## src/rtl/state_uart_tx_pkg.sv

```systemverilog
// uart_pkg: shared types and constants for the player-word UART transmitter.
//   state_t       - transmitter FSM states
//   DATA_BITS     - data bits per frame (8N1)
//   STOP_BITS     - stop bits per frame
//   clks_per_bit  - rounded clock divider for a given clock rate and baud rate
package uart_pkg;

    typedef enum logic [1:0] {
        IDLE,
        START,
        DATA,
        STOP
    } state_t;

    localparam int DATA_BITS = 8;
    localparam int STOP_BITS = 1;

    // Round to nearest so e.g. 100 MHz / 9600 gives 10417 rather than truncating.
    function automatic int clks_per_bit(input longint clk_hz, input longint baud);
        return int'((clk_hz + (baud / 2)) / baud);
    endfunction

endpackage

```

## src/rtl/state_uart_tx_bit_timer.sv

```systemverilog
// uart_bit_timer: free-running bit-period counter for the UART transmitter.
// Ports:
//   clk   - system clock, rising edge
//   rst   - asynchronous active-high reset
//   clear - holds the count at 0 (asserted while the transmitter is idle)
//   tick  - one-cycle pulse in the last cycle of each bit period
module uart_bit_timer #(
    parameter int CLKS_PER_BIT = 10416
) (
    input  logic clk,
    input  logic rst,
    input  logic clear,
    output logic tick
);

    localparam int CW = (CLKS_PER_BIT > 1) ? $clog2(CLKS_PER_BIT) : 1;
    localparam logic [CW-1:0] LAST = CW'(CLKS_PER_BIT - 1);

    logic [CW-1:0] count;

    // Wrapping at LAST doubles as the reload on every state change after the
    // start bit, since those changes only ever happen on a tick.
    always_ff @(posedge clk or posedge rst) begin
        if (rst) begin
            count <= '0;
        end else if (clear || (count == LAST)) begin
            count <= '0;
        end else begin
            count <= count + 1'b1;
        end
    end

    assign tick = !clear && (count == LAST);

endmodule

```

## src/rtl/state_uart_tx.sv

```systemverilog
// state_uart_tx: sends the encoded player word over an 8N1 UART line, LSB
// first, whenever the (glitch-filtered) word changes, plus a periodic
// heartbeat resend of the current word.
// Ports:
//   clk        - system clock, rising edge
//   rst        - asynchronous active-high reset
//   data_in    - encoded player word, combinational source that may glitch
//   tx         - UART serial line, idle high
//   busy       - high while a start, data or stop bit is on the line
//   frame_done - one-cycle pulse in the last cycle of each stop bit
module state_uart_tx
    import uart_pkg::*;
#(
    parameter int CLKS_PER_BIT     = 10416,
    parameter int HEARTBEAT_CYCLES = 5_000_000
) (
    input  logic       clk,
    input  logic       rst,
    input  logic [7:0] data_in,
    output logic       tx,
    output logic       busy,
    output logic       frame_done
);

    localparam int HW = (HEARTBEAT_CYCLES > 1) ? $clog2(HEARTBEAT_CYCLES) : 1;
    localparam logic [HW-1:0] HB_LAST  = HW'(HEARTBEAT_CYCLES - 1);
    localparam logic [2:0]    BIT_LAST = 3'(DATA_BITS - 1);

    state_t        state, state_d;
    logic [7:0]    sample, stable, last_sent, shreg;
    logic [7:0]    last_sent_d, shreg_d;
    logic [2:0]    bit_idx, bit_idx_d;
    logic [HW-1:0] hb_cnt, hb_cnt_d;
    logic          tick;

    uart_bit_timer #(
        .CLKS_PER_BIT(CLKS_PER_BIT)
    ) u_timer (
        .clk  (clk),
        .rst  (rst),
        .clear(state == IDLE),
        .tick (tick)
    );

    // A value only propagates to stable once it has been seen on two
    // consecutive edges, so single-cycle glitches never launch a frame.
    always_ff @(posedge clk or posedge rst) begin
        if (rst) begin
            sample <= '0;
            stable <= '0;
        end else begin
            sample <= data_in;
            if (data_in == sample) begin
                stable <= data_in;
            end
        end
    end

    always_ff @(posedge clk or posedge rst) begin
        if (rst) begin
            state     <= IDLE;
            shreg     <= '0;
            bit_idx   <= '0;
            last_sent <= '0;
            hb_cnt    <= '0;
        end else begin
            state     <= state_d;
            shreg     <= shreg_d;
            bit_idx   <= bit_idx_d;
            last_sent <= last_sent_d;
            hb_cnt    <= hb_cnt_d;
        end
    end

    always_comb begin
        state_d     = state;
        shreg_d     = shreg;
        bit_idx_d   = bit_idx;
        last_sent_d = last_sent;
        hb_cnt_d    = hb_cnt;
        tx          = 1'b1;
        busy        = 1'b0;
        frame_done  = 1'b0;

        case (state)
            IDLE: begin
                // Change and heartbeat expiry together still give a single
                // frame, carrying the current stable value.
                if ((stable != last_sent) || (hb_cnt == HB_LAST)) begin
                    state_d     = START;
                    shreg_d     = stable;
                    last_sent_d = stable;
                    hb_cnt_d    = '0;
                    bit_idx_d   = '0;
                end else begin
                    hb_cnt_d = hb_cnt + 1'b1;
                end
            end
            START: begin
                tx   = 1'b0;
                busy = 1'b1;
                if (tick) begin
                    state_d   = DATA;
                    bit_idx_d = '0;
                end
            end
            DATA: begin
                tx   = shreg[0];
                busy = 1'b1;
                if (tick) begin
                    shreg_d = {1'b0, shreg[7:1]};
                    if (bit_idx == BIT_LAST) begin
                        state_d = STOP;
                    end else begin
                        bit_idx_d = bit_idx + 1'b1;
                    end
                end
            end
            STOP: begin
                busy = 1'b1;
                if (tick) begin
                    frame_done = 1'b1;
                    state_d    = IDLE;
                end
            end
            default: begin
                state_d = IDLE;
            end
        endcase
    end

endmodule

```

## config.mk

```make
export PLATFORM = sky130hd
export DESIGN_NAME = state_uart_tx
export DESIGN_NICKNAME = d
export VERILOG_FILES = /design/src/rtl/state_uart_tx_pkg.sv /design/src/rtl/state_uart_tx_bit_timer.sv /design/src/rtl/state_uart_tx.sv
export SDC_FILE = /design/constraint.sdc
export NUM_CORES = 1
export LEC_CHECK = 0
export ABC_AREA = 1
export CORE_UTILIZATION = 64
export CTS_BUF_LIST = sky130_fd_sc_hd__clkbuf_8 sky130_fd_sc_hd__clkbuf_16
export DETAILED_ROUTE_END_ITERATION = 12
export DONT_BUFFER_PORTS = 1
export PLACE_DENSITY = 0.91
export SLEW_MARGIN = 20
export SYNTH_ARGS = -nofsm -noshare
export SYNTH_HDL_FRONTEND = slang
export SYNTH_HIERARCHICAL = 1
export SYNTH_SLANG_ARGS = --single-unit
```

## constraint.sdc

```tcl
create_clock -name clk -period 2.8 [get_ports clk]
set_input_delay 0.84 -clock clk [delete_from_list [all_inputs] [get_ports clk]]
set_output_delay 0.84 -clock clk [all_outputs]
set_load 0.01 [all_outputs]
```

[Word-level counts from Yosys, hierarchy flattened]
Cells that the tools add are included.
Cells by class
  $add $sub $neg: 3
  eq/ne operators: 14
  mux-type cells: 20
  reduce and logical (&&, ||, !) cells: 12
Operators with widths (count)
  $add 23x1->23 const B: 1
  $eq 23x23->1 const B: 1
  $mux 23: 1
  $mux 8: 2
  $pmux 8 s2: 1
  $add 14x1->14 const B: 1
  $eq 14x14->1 const B: 1
  $mux 14: 1
  $mux 3: 4
  $ne 2x2->1 const B: 6
  $mux 2: 5
  $reduce_and 5->1: 2
  $pmux 3 s3: 1
  $eq 8x8->1: 1
  $ne 8x8->1: 1
  $pmux 2 s4: 1
  $eq 2x2->1 const B: 2
  $add 3x1->3 const B: 1
  $eq 3x3->1 const B: 1
  $mux 1: 3
  $reduce_and 3->1: 1
  $reduce_bool 3->1: 1
  $reduce_or 3->1: 1
  $eq 2x1->1 const B: 1
  other kinds (7): 8
Word-level totals
  register bits: 74
  bits of input ports: 10
  output and inout port bits: 3
  word-level logic and storage cells: 57

[Depth between registers and ports, before layout]
Gate-level depths: netlist (run 1).
  word-level depth: 5
  gate-level depth with buffers: 11
  mapped depth without buffers: 10

[Cells and area by module]
The synthesis (run 1) kept the hierarchy.
By module, submodules not included
  state_uart_tx: instances 1, cells each 417, area an instance 3280.6 um^2, sequential area each 1501.4 um^2
  uart_bit_timer: instances 1, cells each 114, area an instance 837.1 um^2, sequential area each 350.3 um^2

[Least setup slack after synthesis (run 1)]
No wires, ideal clock.
  path kind: register to output
  from: register state[0]
  to: output port tx
  arrival: 1410 ps
  data required time: 1960 ps
  setup slack: 550 ps
  stages on the path, launching flop included: 7
  path through: dfrtp_1 > inv_1 > ha_1 > clkbuf_1 > buf_2 > buf_2 > o21ai_0
On the way
  cells in the longest elaborated chain, start to end: 2
  elaborated cells between the ends (all ways): 3
RTL lines
  start: declaration: RTL line state_uart_tx.sv:29  | state_t state, state_d;
  start signal: assignment: RTL line state_uart_tx.sv:67  | state <= state_d;
  $eq 2x2->1 / $eq 2x1->1 (equally long branches): RTL line state_uart_tx.sv:85  | case (state)
  $pmux 1 s2 (*): RTL line state_uart_tx.sv:85
  end: declaration: RTL line state_uart_tx.sv:20  | output logic tx,
Every way passes the cells marked *; elsewhere a longest branch is shown, timed or not.

[Worst setup path after layout (run 1)]
  from: register u_timer.count[0]
  to: output port frame_done
On the way
  cells in the longest elaborated chain, start to end: 4
RTL lines
  start: declaration: RTL line state_uart_tx_bit_timer.sv:19  | logic [CW-1:0] count;
  start signal: assignment: RTL line state_uart_tx_bit_timer.sv:29  | count <= count + 1'b1;
  $eq 14x14->1: RTL line state_uart_tx_bit_timer.sv:33  | assign tick = !clear && (count == LAST);
  $logic_and 1x1->1: RTL line state_uart_tx_bit_timer.sv:33
  named net tick: RTL line state_uart_tx.sv:34  | logic tick;
  $mux 1: RTL line state_uart_tx.sv:121  | if (tick) begin
  $mux 1: RTL line state_uart_tx.sv:85
  end: declaration: RTL line state_uart_tx.sv:22  | output logic frame_done
The timed path passes the listed nets, and every way through them passes these cells.

==> key figures, run 1 <==
Run status
  – Status: finished clean

Clocking
  – Root Driver: clkbuf_8
  – Post-CTS setup buffers: 0
  – H-tree levels: 3
  – CTS max path bufs: 2
  – CTS tree: done
  – Worst-path clk slew: 80 ps
  – CTS sink cnt: 74
  – Total CTS buffers: 9
  – Worst skew pair latency: 360 ps

STA
  – Fin worst setup slack: 159 ps
  – Least-Margin Pin Slew: 651 ps
  – Fmax: 379 MHz
  – Final period util: 94.3%
  – Hold Vio Cnt, Final: 0
  – Max-slew headroom: 56.6%
  – Final setup viols: 0
  – Unrepaired setup endpoints after global routing: false
  – Final max-slew violation count: 0
  – Final setup TNS: 0 ps
  – Clock Skew: 13.7 ps
  – Post-route minimum period: 2640 ps

Drt
  – DR DRC count: 0
  – Final WL: 7.73 mm
  – Via count: 3257
  – Post-route antenna net violation count: 0
  – Drt wl/cell: 12.5 um
  – Vias per cell: 5.29
  – Initial drt markers: 187
  – First-pass iteration count of the detailed router: 5

Global routing
  – Vias in the first global route: 3321
  – Initial antenna violation count: 0
  – Total congestion overflow: 0
  – Tot GR Track Use: 26.8%
  – First-pass GRT wire length: 13.7 mm
  – Largest net degree at the start of global routing: 32

Die
  – Cell Rows: 28
  – Core Region: 6060 um^2
  – Die height: 82.2 um
  – Starting density of the core: 67.9%
  – Ports: 13
  – Die width: 82.2 um
  – Die area: 6760 um^2

Critical path
  – Largest delay share family, worst path: simple AND/OR/NAND/NOR gates
  – Critical Path, Cell by Cell: ha_1 > inv_1 > nor2_4 > nand3_1 > nor3_2 > nand2_1 > inv_1
  – Critical path peak fanout: 6
  – Worst path most repeated cell: inv_1
  – CP arrival: 1800 ps
  – Critical path's largest stage delay: 430 ps
  – R2R cell count: 10
  – R2R setup slack: 620 ps
  – Crit end category: output pin
  – WP data required: 1960 ps
  – Crit path buffers/inverters: 2
  – Crit path kind: reg2out
  – Slowest CP cell: dfrtp_1
  – RR Startpoint: u_timer/count[0]
  – Worst r2r dst: shreg[5]
  – Startpoint types: flop

Logic synthesis
  – Cell count after synthesis: 531
  – Yosys warnings: 6
  – Avg Cell Area, Syn: 7.75 um^2
  – Count of different cell masters after synthesis: 31
  – Syn nets: 551
  – Mapped Area: 4120 um^2
  – Sequential share of the synthesized area: 45.0%
  – Synth Register Bits: 74

Placement
  – Number of port buffers: 0
  – Routability cong.: 0.907
  – Hpwl dp: 5.46 mm
  – Dpl ws: 460 ps

Final layout
  – Share of layout cells above drive strength 1: 10.4%
  – Diodes inserted: 0
  – Commonest cells after routing, fill and taps aside: 140 x nand2_1, 91 x nor2_1, 74 x dfrtp_1, 63 x inv_1, 40 x nand3_1
  – Commonest non-fill, non-tap cell in the layout: nand2_1
  – Nets: 556
  – Area grow syn2layout: 5.44%
  – Util after Layout: 71.6%
  – Layout fillers: 447

Power and ir drop
  – Max IR drop VDD: 0.520 mV
  – Comb power frac: 37.9%
  – Internal: 2.10 mW
  – Overall power: 3.62 mW
  – Leakage: 2.09 nW
  – Sequential power share: 39.1%
  – Pwr Density: 833 nW/um^2
  – Clk pwr share: 23.0%
  – Sw Ratio: 42.0%
  – NetSw: 1.52 mW

Run
  – Max capacitance violation total: 0

Worst hold path
  – HP Class: in2async
## layout make-up
cell class	instances	area, um^2	area share, %
clock buffers	10	138	3.17
clock inverters	6	57.6	1.33
inverters	67	251	5.79
multi-input cells	379	1910	44.0
flip-flops and latches	74	1850	42.7
well taps	75	93.8	2.16
repair buffers	5	37.5	0.865
## cell families (layout without fill, tap and decap cells)
family,Yosys count,count (layout),synth area share (%)
buffers and inverters,78,88,8.72
AOI/OAI and AO/OA,37,37,5.86
adders and majority gates,10,10,3.04
and+or+nand+nor,306,306,31.9
xor gates and xnor gates,26,26,5.53
DFF,74,74,45.0
## metrics by stage
stage               hold WS, ps  area (um^2)  cells
global placement            456         4140    600
global route                457         4340    616
detailed placement          467         4140    600
CTS                         419         4340    616
finish                      407         4340    616
floorplan                   442         4120    531
## synth_stat cells
cell      number  share of area [%]
nand2_1      140                 13
nor2_1        91                8.3
dfrtp_1       74                 45
inv_1         63                5.7
nand3_1       40                4.9
o21ai_0       21                2.6
xnor2_1       13                2.8
xor2_1        13                2.8
nand2_2       11                1.7
ha_1          10                3.0
nand4_1        9                1.4
o21ai_2        8                1.7
buf_6          5                1.4
inv_2          4               0.36
nor3_1         4               0.49
a21oi_1        3               0.36
nor2_2         3               0.46
a211oi_1       2               0.36
a21oi_2        2               0.43
buf_2          2               0.24
clkbuf_1       2               0.18
nor2_4         2               0.55
buf_12         1               0.49
clkbuf_8       1               0.33
nand2_4        1               0.27
nand3_2        1               0.24
nand3_4        1               0.43
nand3b_1       1               0.18
nor4_1         1               0.15
o21bai_4       1               0.46
or3_1          1               0.15
## registers in the layout, summed over array words and instances, names as in the netlist
name           flops
u_timer/count     14
stable             8
last_sent          8
bit_idx            3
hb_cnt            23
state              2
sample             8
shreg              8
## worst reg2reg max path, delay by kind of cell (launching register included)
family                   cells  cell delay (ps)
AND/OR/NAND/NOR              6              870
flip-flops                   1              430
AO/OA/AOI/OAI                1              370
buffers and inverters        2              180
adder cells (fa/ha/maj)      1              210
## power by group through the flow
| stage | registers [mW] | clock network [mW] | logic, mW |
|---|---|---|---|
| after floorplan | 1.39 | 0 | 1.29 |
| after global placement | 1.41 | 0 | 1.31 |
| after detailed placement | 1.43 | 0 | 1.36 |
| after CTS | 1.41 | 0.843 | 1.38 |
| after global routing | 1.44 | 0.874 | 1.56 |
| final | 1.42 | 0.831 | 1.37 |
## routing by layer
metal / track usage, % / vias up / wire, um
met4: 15.4 / 0 / 182
met1: 32.1 / 1504 / 3440
met2: 45.5 / 82 / 3800
li1: - / 1655 / -
met5: 0 / - / 0
met3: 4.62 / 16 / 303
## worst max path at each step
stage | end | slack [ps] | from | depth (start not counted)
2_1_floorplan | bit_idx[0] | 480 | rst | 1
3_3_place_gp | frame_done | 510 | u_timer/count[0] | 7
3_5_place_dp | frame_done | 460 | u_timer/count[0] | 7
4_1_cts | frame_done | 70 | u_timer/count[0] | 7
5_1_grt | frame_done | 60 | u_timer/count[0] | 7
6_report | frame_done | 160 | u_timer/count[0] | 7
## repair_timing
action / in CTS / in global routing
hold buffers: 0 / 0
endpoints found under the setup margin: 0 / 1
resized for setup: 0 / 1
Power figures use the tool's default switching activity.
==> run 2: changes to the inputs <==
- CTS_CLUSTER_SIZE: not set -> 12
==> results of run 2 <==
The final DEF is identical to that of run 1; final timing and power are the same.
